### config.mk
export PLATFORM = sky130hd
export DESIGN_NAME = tile8_board_renderer
export DESIGN_NICKNAME = d
export VERILOG_FILES = /design/src/rtl/tile8_board_renderer.sv
export SDC_FILE = /design/constraint.sdc
export NUM_CORES = 1
export LEC_CHECK = 0
export CORE_UTILIZATION = 48
export DETAILED_ROUTE_END_ITERATION = 16
export PLACE_DENSITY = 0.72
export SYNTH_ARGS = -nofsm -noshare
export SYNTH_HDL_FRONTEND = slang
export SYNTH_SLANG_ARGS = --single-unit
### constraint.sdc
create_clock -name clk -period 12.8 [get_ports clk]
set_input_delay 1.28 -clock clk [delete_from_list [all_inputs] [get_ports clk]]
set_output_delay 1.28 -clock clk [all_outputs]
set_load 0.005 [all_outputs]
### src/rtl/tile8_board_renderer.sv
// tile8_board_renderer
//   Pixel sequencer and board-state owner for the 8-tile sliding puzzle.
//   It maps VGA pixel coordinates onto a 3x3 board of 128 px cells. Each cell
//   shows a 32x32 region of a 96x96 source image, upscaled by 4. The block
//   drives the external image ROM and a combinational palette, and produces
//   registered RGB with a fixed latency of three cycles. Player moves are
//   accepted with a valid/ready handshake. They are applied only during
//   vertical blank, so a frame never shows a half-updated board.
//
// Ports:
//   clk, reset_n                 pixel clock, synchronous active-low reset
//   draw_x, draw_y, active       pixel being requested this cycle
//   frame_start                  one-cycle pulse at the first vblank cycle
//   rom_addr / rom_index         image ROM address (registered) and its data,
//                                which returns one cycle later
//   pal_index / pal_red..blue    palette lookup (combinational round-trip)
//   red, green, blue             registered pixel colour
//   move_valid, move_dir         move request; dir moves the blank:
//                                0 up, 1 down, 2 left, 3 right
//   move_ready                   request can be accepted this cycle
//   move_done, move_ok           completion pulse and its applied/illegal flag
//   solved                       board is in the solved arrangement
module tile8_board_renderer #(
  parameter int          BOARD_X0 = 128,
  parameter int          BOARD_Y0 = 48,
  parameter int          SRC_W    = 96,
  parameter logic [11:0] BG_RGB   = 12'h222
) (
  input  logic        clk,
  input  logic        reset_n,
  input  logic [9:0]  draw_x,
  input  logic [9:0]  draw_y,
  input  logic        active,
  input  logic        frame_start,
  output logic [13:0] rom_addr,
  input  logic [4:0]  rom_index,
  output logic [4:0]  pal_index,
  input  logic [3:0]  pal_red,
  input  logic [3:0]  pal_green,
  input  logic [3:0]  pal_blue,
  output logic [3:0]  red,
  output logic [3:0]  green,
  output logic [3:0]  blue,
  input  logic        move_valid,
  input  logic [1:0]  move_dir,
  output logic        move_ready,
  output logic        move_done,
  output logic        move_ok,
  output logic        solved
);

  localparam logic [9:0]  X0 = 10'(BOARD_X0);
  localparam logic [9:0]  X1 = 10'(BOARD_X0 + 384);
  localparam logic [9:0]  Y0 = 10'(BOARD_Y0);
  localparam logic [9:0]  Y1 = 10'(BOARD_Y0 + 384);
  localparam logic [13:0] SW = 14'(SRC_W);
  // Cell i occupies bits [4i+3:4i]; tiles 1..8 in row-major order, blank last.
  localparam logic [35:0] SOLVED = 36'h087654321;

  typedef enum logic [1:0] {IDLE, WAIT_VB, APPLY, DONE} state_t;

  // Read one 4-bit cell from the packed board; out-of-range indices read blank.
  function automatic logic [3:0] f_cell(input logic [35:0] b, input logic [3:0] i);
    return (i <= 4'd8) ? 4'(b >> {i, 2'b00}) : 4'd0;
  endfunction

  // Board state
  logic [35:0] r_board;
  logic [3:0]  r_blank_pos;
  logic        r_solved;
  logic [1:0]  r_dir;
  logic        r_ok;
  logic        r_rdy_en;
  state_t      r_state;
  state_t      w_state_nx;

  // Render pipeline
  logic [13:0] r_rom_addr_p0;
  logic        r_inb_p0, r_blank_p0, r_vld_p0;
  logic        r_inb_p1, r_blank_p1, r_vld_p1;
  logic [11:0] r_rgb_p2;

  // Pixel decode
  logic [8:0]  w_dx, w_dy;
  logic [1:0]  w_col, w_row;
  logic [6:0]  w_lx, w_ly;
  logic [4:0]  w_lx4, w_ly4;
  logic        w_in_board;
  logic [3:0]  w_idx;
  logic [3:0]  w_v;
  logic [1:0]  w_hr, w_hc;
  logic [13:0] w_addr;

  // Offsets are only meaningful inside the board; outside, the in_board flag
  // masks whatever the truncated subtraction produces.
  assign w_dx       = 9'(draw_x - X0);
  assign w_dy       = 9'(draw_y - Y0);
  assign w_col      = w_dx[8:7];
  assign w_row      = w_dy[8:7];
  assign w_lx       = w_dx[6:0];
  assign w_ly       = w_dy[6:0];
  assign w_lx4      = 5'(w_lx >> 2);
  assign w_ly4      = 5'(w_ly >> 2);
  assign w_in_board = (draw_x >= X0) && (draw_x < X1) && (draw_y >= Y0) && (draw_y < Y1);
  assign w_idx      = {2'b00, w_row} * 4'd3 + {2'b00, w_col};
  assign w_v        = f_cell(r_board, w_idx);

  // Home row/column of tile v within the source image.
  always_comb begin
    w_hr = 2'd0;
    w_hc = 2'd0;
    case (w_v)
      4'd1: begin w_hr = 2'd0; w_hc = 2'd0; end
      4'd2: begin w_hr = 2'd0; w_hc = 2'd1; end
      4'd3: begin w_hr = 2'd0; w_hc = 2'd2; end
      4'd4: begin w_hr = 2'd1; w_hc = 2'd0; end
      4'd5: begin w_hr = 2'd1; w_hc = 2'd1; end
      4'd6: begin w_hr = 2'd1; w_hc = 2'd2; end
      4'd7: begin w_hr = 2'd2; w_hc = 2'd0; end
      4'd8: begin w_hr = 2'd2; w_hc = 2'd1; end
      default: ;
    endcase
  end

  // Largest address is 95*96+95 = 9215, so 14-bit arithmetic never wraps.
  assign w_addr = (14'(w_hr) * 14'd32 + 14'(w_ly4)) * SW + 14'(w_hc) * 14'd32 + 14'(w_lx4);

  // ---- Stage 0 -> 1: ROM address and side-band ----
  always_ff @(posedge clk) begin
    if (!reset_n) begin
      r_rom_addr_p0 <= 14'd0;
      r_inb_p0      <= 1'b0;
      r_blank_p0    <= 1'b0;
      r_vld_p0      <= 1'b0;
    end else begin
      r_rom_addr_p0 <= (w_in_board && (w_v != 4'd0)) ? w_addr : 14'd0;
      r_inb_p0      <= w_in_board;
      r_blank_p0    <= (w_v == 4'd0);
      r_vld_p0      <= active;
    end
  end

  // ---- Stage 1 -> 2: side-band waits for the ROM read ----
  always_ff @(posedge clk) begin
    if (!reset_n) begin
      r_inb_p1   <= 1'b0;
      r_blank_p1 <= 1'b0;
      r_vld_p1   <= 1'b0;
    end else begin
      r_inb_p1   <= r_inb_p0;
      r_blank_p1 <= r_blank_p0;
      r_vld_p1   <= r_vld_p0;
    end
  end

  // ---- Stage 2 -> 3: colour select ----
  always_ff @(posedge clk) begin
    if (!reset_n)       r_rgb_p2 <= 12'h000;
    else if (!r_vld_p1) r_rgb_p2 <= 12'h000;
    else if (!r_inb_p1) r_rgb_p2 <= BG_RGB;
    else if (r_blank_p1) r_rgb_p2 <= 12'h000;
    else                r_rgb_p2 <= {pal_red, pal_green, pal_blue};
  end

  assign rom_addr  = r_rom_addr_p0;
  assign pal_index = rom_index;
  assign {red, green, blue} = r_rgb_p2;
  assign solved    = r_solved;

  // Move legality and neighbour
  logic [1:0]  w_brow, w_bcol;
  logic        w_legal, w_accept;
  logic [3:0]  w_nb, w_nb_val;
  logic [35:0] w_board_nx;

  always_comb begin
    w_brow = 2'd2;
    w_bcol = 2'd2;
    case (r_blank_pos)
      4'd0, 4'd1, 4'd2: w_brow = 2'd0;
      4'd3, 4'd4, 4'd5: w_brow = 2'd1;
      default: ;
    endcase
    case (r_blank_pos)
      4'd0, 4'd3, 4'd6: w_bcol = 2'd0;
      4'd1, 4'd4, 4'd7: w_bcol = 2'd1;
      default: ;
    endcase
  end

  always_comb begin
    w_legal = 1'b0;
    case (move_dir)
      2'd0: w_legal = (w_brow != 2'd0);
      2'd1: w_legal = (w_brow != 2'd2);
      2'd2: w_legal = (w_bcol != 2'd0);
      2'd3: w_legal = (w_bcol != 2'd2);
      default: ;
    endcase
  end

  // The neighbour uses the latched direction; legality was settled at accept.
  always_comb begin
    w_nb = r_blank_pos;
    case (r_dir)
      2'd0: w_nb = r_blank_pos - 4'd3;
      2'd1: w_nb = r_blank_pos + 4'd3;
      2'd2: w_nb = r_blank_pos - 4'd1;
      2'd3: w_nb = r_blank_pos + 4'd1;
      default: ;
    endcase
  end

  assign w_nb_val = f_cell(r_board, w_nb);

  always_comb begin
    w_board_nx = r_board;
    for (int i = 0; i < 9; i++) begin
      if (4'(i) == r_blank_pos)  w_board_nx[4*i +: 4] = w_nb_val;
      else if (4'(i) == w_nb)    w_board_nx[4*i +: 4] = 4'd0;
    end
  end

  assign w_accept = (r_state == IDLE) && r_rdy_en && move_valid;

  // Move FSM: state register
  always_ff @(posedge clk) begin
    if (!reset_n) r_state <= IDLE;
    else          r_state <= w_state_nx;
  end

  // Move FSM: next state. A frame_start in the accept cycle is not seen
  // because the FSM is still in IDLE then.
  always_comb begin
    w_state_nx = r_state;
    case (r_state)
      IDLE:    if (w_accept) w_state_nx = w_legal ? WAIT_VB : DONE;
      WAIT_VB: if (frame_start) w_state_nx = APPLY;
      APPLY:   w_state_nx = DONE;
      DONE:    w_state_nx = IDLE;
      default: w_state_nx = IDLE;
    endcase
  end

  // Move FSM: outputs
  always_comb begin
    move_ready = 1'b0;
    move_done  = 1'b0;
    move_ok    = 1'b0;
    case (r_state)
      IDLE: move_ready = r_rdy_en;
      DONE: begin
        move_done = 1'b1;
        move_ok   = r_ok;
      end
      default: ;
    endcase
  end

  // Board update happens only in APPLY, which follows frame_start.
  always_ff @(posedge clk) begin
    if (!reset_n) begin
      r_board     <= SOLVED;
      r_blank_pos <= 4'd8;
      r_solved    <= 1'b1;
      r_dir       <= 2'd0;
      r_ok        <= 1'b0;
      r_rdy_en    <= 1'b0;
    end else begin
      r_rdy_en <= 1'b1;
      if (w_accept) begin
        r_dir <= move_dir;
        r_ok  <= 1'b0;
      end
      if (r_state == APPLY) begin
        r_board     <= w_board_nx;
        r_blank_pos <= w_nb;
        r_solved    <= (w_board_nx == SOLVED);
        r_ok        <= 1'b1;
      end
    end
  end

endmodule

### After elaboration in Yosys (flattened, before gate mapping)

Index checks and enable logic that the tools add are counted.
Widths: inputs -> output; s select.

* add/subtract/negate cells: 10
* reductions and logical operators: 28
* multipliers: 2
* bitwise operators: 3
* $lt $le $gt $ge: 6
* shift-type cells: 2
* equality and inequality tests: 44
* mux-type cells: 38

Operator list (number)
* $mux 4: 20
* $shr 36x6->4: 2
* $eq 36x32->1 const B: 1
* $eq 3x4->1 const A: 8
* $eq 4x3->1 const B: 8
* $mux 10: 2
* $reduce_or 3->1: 6
* $eq 2x4->1 const A: 4
* $eq 4x2->1 const B: 4
* $pmux 2 s2: 4
* $pmux 4 s4: 1
* $add 14x5->14: 1
* $add 14x7->14: 1
* $eq 2x2->1 const B: 6
* $logic_not 4->1: 3
* $ge 10x6->1 const B: 1
* $ge 10x8->1 const B: 1
* $lt 10x10->1 const B: 1
* $lt 10x9->1 const B: 1
* $mul 8x2->9 const B: 1
* $sub 9x6->9 const B: 1
* $sub 9x8->9 const B: 1
* $add 7x5->8: 1
* $eq 1x4->1 const A: 2
* 24 further kinds: 52

* output and inout port bits: 35
* logic and storage cells: 149
* register bits after elaboration: 79

### Depth between registers and ports, before layout

* depth after elaboration: 12
* gate-level depth with buffers: 22
* gate-level depth less buffers: 21

### Worst setup path after synthesis

No wires, ideal clock.

* kind: input-to-reg
* from: input draw_y[4]
* to: register r_rom_addr_p0[13], in the netlist rom_addr[13]
* arrival time: 6010 ps
* stages: 21
* library setup time: 118 ps
* required time: 12682 ps
* buffers on the path: 1
* setup slack: 6672 ps
* path through: ha_1 -> nor3_1 -> xnor2_1 -> inv_1 -> fa_1 -> inv_1 -> ha_1 -> fa_1 -> buf_6 -> mux4_2 -> mux2i_1 -> o21ai_2 -> or4_4 -> nand2_1 -> ha_1 -> inv_1 -> fa_1 -> nor3_1 -> and4_1 -> nand2_1 -> mux2i_1

* longest elaborated chain between the ends: 12

Ends and longest elaborated chain
* start: declaration: line 32 `input logic [9:0] draw_y,`
* $sub 9x6->9: line 97 `assign w_dy = 9'(draw_y - Y0);`
* $mul 2x2->4: line 105 `assign w_idx = {2'b00, w_row} * 4'd3 + {2'b00, w_col};`
* $add 4x2->4: line 105
* $shr 36x6->4 or $le 4x4->1 (tied branches): line 64 `return (i <= 4'd8) ? 4'(b >> {i, 2'b00}) : 4'd0;`
* $mux 4: line 64
* $eq 4x3->1 or $eq 4x4->1 (tied branches): line 112 `case (w_v)`
* $reduce_or 3->1 (no source line) or $reduce_or 2->1 (tied branches)
* $pmux 2 s2: line 112
* $add 7x5->8: line 126 `assign w_addr = (14'(w_hr) * 14'd32 + 14'(w_ly4)) * SW + 14'(w_hc) * 14'd32 + 14'(w_lx4);`
* $mul 8x2->9: line 126
* $add 14x7->14: line 126
* $add 14x5->14: line 126
* end signal: assignment: line 136 `r_rom_addr_p0 <= (w_in_board && (w_v != 4'd0)) ? w_addr : 14'd0;`
* end: declaration: line 78 `logic [13:0] r_rom_addr_p0;`

Parallel ways exist; a longest one is shown, timed or not.
A chain may end at the register's enable or synchronous reset.

### Worst setup path after layout

Ends and elaborated chain as after synthesis.

==> run metrics <==
run status=finished clean; PD cells=205 nW/um^2; post-cts gate resize count=0; post-route setup TNS=0 ps; Layout Area Growth over Synthesis=15.1%; Routed WL per cell=19.8 um; Post-synth ARST share=0; top-level port count=79; reported max-cap violation count=0; vertical die dimension=108 um; all-layer global routing usage=0.287; flip-flop and latch count after synthesis=79; summed instance area of the synthesized netlist=5390 sq um; WL met1=6520 um; final count of negative-setup-slack endpoints=0; total vias in the final route=5,101; Antenna Cells=0; final critical path time including I/O delays and setup=7030 ps; routability congestion estimate from global placement=0.980; deepest level of the CTS H-tree=3; Vias per Instance=6.35; gate count of the mapped netlist=614; FP Rows=38; Slew headroom=0.210; type of the worst setup path=in2reg; fraction of final layout cells sized beyond drive strength 1=0.0980; DRT antenna net count=0; worst clock skew=12.8 ps; fraction of post-synthesis cell area in the top cell type by area=0.293; leftover overflow at the end of global routing=0; power after layout=1.27 mW; number of buffers added to fix hold violations after cts=0; leakage power=2.48 nW; final wirelength=15,900 um; layout filler cell count=1,004; met2 routed wirelength=7170 um; fmax=142 MHz; capture instance of the worst register-to-register path=solved; maximum VDD drop=0.104 mV; Max Slew Vio Count=0; area of combinational cells with multiple inputs=3490 sq um; Sequential Area=1580 sq um; Most used DFF post-synth=sky130_fd_sc_hd__dfxtp_1; number of cells traversed by the worst register-to-register path=11; First-pass DRT Iterations=5; leading post-synthesis cells by cell area=sky130_fd_sc_hd__dfxtp_1 (29%), sky130_fd_sc_hd__mux4_2 (5.8%), sky130_fd_sc_hd__ha_1 (5.8%), sky130_fd_sc_hd__nand2_1 (4.8%), sky130_fd_sc_hd__and2_1 (4.2%); Arrival @ worst endpoint=7310 ps; leading area contributor after synthesis=sky130_fd_sc_hd__dfxtp_1; register area share after synthesis=0.293; half-perimeter wire length after detailed placement=11,800 um; Iteration-0 DRC Markers=575; reg-to-reg startpoint=r_dir[0]; largest fanout on the critical path=9; setup repair after global routing missed its margin=false; WP data required=13,080 ps; pin count of the biggest net entering global routing=39; met3 WL=1500 um; Worst setup SP type=input pin; clock edge transition at the registers on the reported setup and hold paths=90 ps; standard cell core area=10,900 sq um; later-pin clock latency in the skew report=390 ps; PortBufs=64; DRC violations left=0; Total Nets Final=732; Die Outline Area=11,700 sq um; number of nets in the synthesized netlist=688; number of antenna violations at the first check in global routing=0; Die X=108 um; initial cell density of the core=0.495; TritonCTS buffer count=9; number of global-route vias before repair=4,881; count of clock tree sinks=79; category of the worst setup path capture point=flop; worst setup path startpoint=draw_y[4]; count of flip-flops with a built-in enable after synthesis=0; highest signal layer in the routed design=met4; clock tree from TritonCTS=done; minimum setup slack among reg-to-reg paths=8550 ps; Hold WC Path Type=reg2reg; count of different cell masters after synthesis=82; master cell of the clock root buffer=sky130_fd_sc_hd__clkbuf_8; most frequent cells after synthesis=sky130_fd_sc_hd__dfxtp_1 (79), sky130_fd_sc_hd__nand2_1 (69), sky130_fd_sc_hd__nor2_1 (49); Worst Tran Pin Value=1180 ps; final clock period utilization by the worst path=0.549; Clock Path Buffers=2; most used standard cell by instance count after synthesis=sky130_fd_sc_hd__dfxtp_1; final-report hold violation count=0; Syn Area/Cell=8.78 sq um; Ys Warns=0; first-pass GRT wire length=25,000 um; post-CTS repair timing setup buffer count=0; critical path endpoint=rom_addr[13]
[registers in the layout, indices dropped and copies added (netlist names)]
signal	count
r_state	2
r_ok	1
r_inb_p1	1
r_dir	2
r_blank_pos	4
r_board	36
r_inb_p0	1
solved	1
r_vld_p1	1
r_rdy_en	1
r_rgb_p2	12
r_blank_p1	1
rom_addr	14
r_vld_p0	1
r_blank_p0	1
[worst max-delay path: stages]
cell and delay, ps:
sky130_fd_sc_hd__clkdlybuf4s50_1 520, sky130_fd_sc_hd__ha_1 320, sky130_fd_sc_hd__nor3_1 270, sky130_fd_sc_hd__xnor2_1 220
sky130_fd_sc_hd__inv_1 100, sky130_fd_sc_hd__fa_1 510, sky130_fd_sc_hd__inv_1 40, sky130_fd_sc_hd__ha_1 190
sky130_fd_sc_hd__fa_1 820, sky130_fd_sc_hd__mux4_2 570, sky130_fd_sc_hd__mux2i_1 200, sky130_fd_sc_hd__o21ai_0 240
sky130_fd_sc_hd__or4_4 500, sky130_fd_sc_hd__nand2_1 90, sky130_fd_sc_hd__ha_1 160, sky130_fd_sc_hd__inv_1 60
sky130_fd_sc_hd__fa_1 410, sky130_fd_sc_hd__nor3_1 380, sky130_fd_sc_hd__and4_1 250, sky130_fd_sc_hd__nand2_1 70
sky130_fd_sc_hd__mux2i_1 120
[per-layer routing]
metal | up-vias | track usage
li1 | 2309 | -
met1 | 2417 | 0.356
met2 | 307 | 0.454
met3 | 68 | 0.0705
met4 | 0 | 0.161
met5 | - | 0
[how the worst min path moves through the flow]
| stage | from | cells after the start | endpoint | slack, ps |
|---|---|---|---|---|
| floorplan | r_blank_p0 | 1 | r_blank_p1 | 410 |
| CTS | r_inb_p0 | 1 | r_inb_p1 | 450 |
| global route | r_inb_p0 | 1 | r_inb_p1 | 470 |
| global placement | r_blank_p0 | 1 | r_blank_p1 | 420 |
| finish | r_inb_p0 | 1 | r_inb_p1 | 450 |
| detailed placement | r_inb_p0 | 1 | r_inb_p1 | 430 |
[cell type report]
| cell class | count | share of cell area |
|---|---|---|
| multi-input combinational | 471 | 0.562 |
| sequential | 79 | 0.255 |
| timing repair buffer | 68 | 0.108 |
| tap | 140 | 0.0282 |
| clock buffer | 9 | 0.0200 |
| inverter | 29 | 0.0175 |
| clock inverter | 7 | 0.00928 |
[cells in the final DEF, fill, tap and decap left out, drive strengths merged, types with 4 or more instances in the layout]
master,n
nor3b,4
a2bb2oi,5
o211ai,13
mux2,6
dfxtp,79
a211oi,5
nor2b,7
a31o,4
mux4,16
nand2b,12
nand3b,5
nand4,10
o21ai,25
or3,4
xnor2,12
o21a,4
fa,5
nor3,15
and2,37
mux2i,12
buf,4
inv,31
a21oi,27
o31ai,4
clkbuf,9
a32oi,9
nand2,69
and3,8
nand3,16
clkdlybuf4s50,64
a311oi,5
ha,25
o22ai,4
nor2,49
xor2,9
[cell families after synthesis]
| family | synth area share |
|---|---|
| AND/OR/NAND/NOR | 0.244 |
| adder cells (fa/ha/maj) | 0.0787 |
| AO/OA/AOI/OAI | 0.182 |
| flip-flops | 0.293 |
| XOR/XNOR | 0.0376 |
| multiplexers | 0.104 |
| buffers and inverters | 0.0597 |
[metrics by stage]
step / setup slack, ps / instances / util / hold slack [ps] / instance area, sq um
after CTS: 5720 / 803 / 0.570 / 448 / 6200
final: 5770 / 803 / 0.570 / 445 / 6200
after global routing: 5370 / 803 / 0.570 / 466 / 6200
after detailed placement: 5330 / 787 / 0.553 / 427 / 6020
after floorplan: 6670 / 614 / - / 412 / 5390
after global placement: 5480 / 787 / 0.553 / 415 / 6020
[where the power goes]
part	total, mW	switching (mW)	internal (mW)
Combinational	0.790	0.472	0.317
Sequential	0.307	0.0369	0.271
Clock	0.176	0.104	0.0722
No activity file was read; power rests on OpenSTA's default activity.
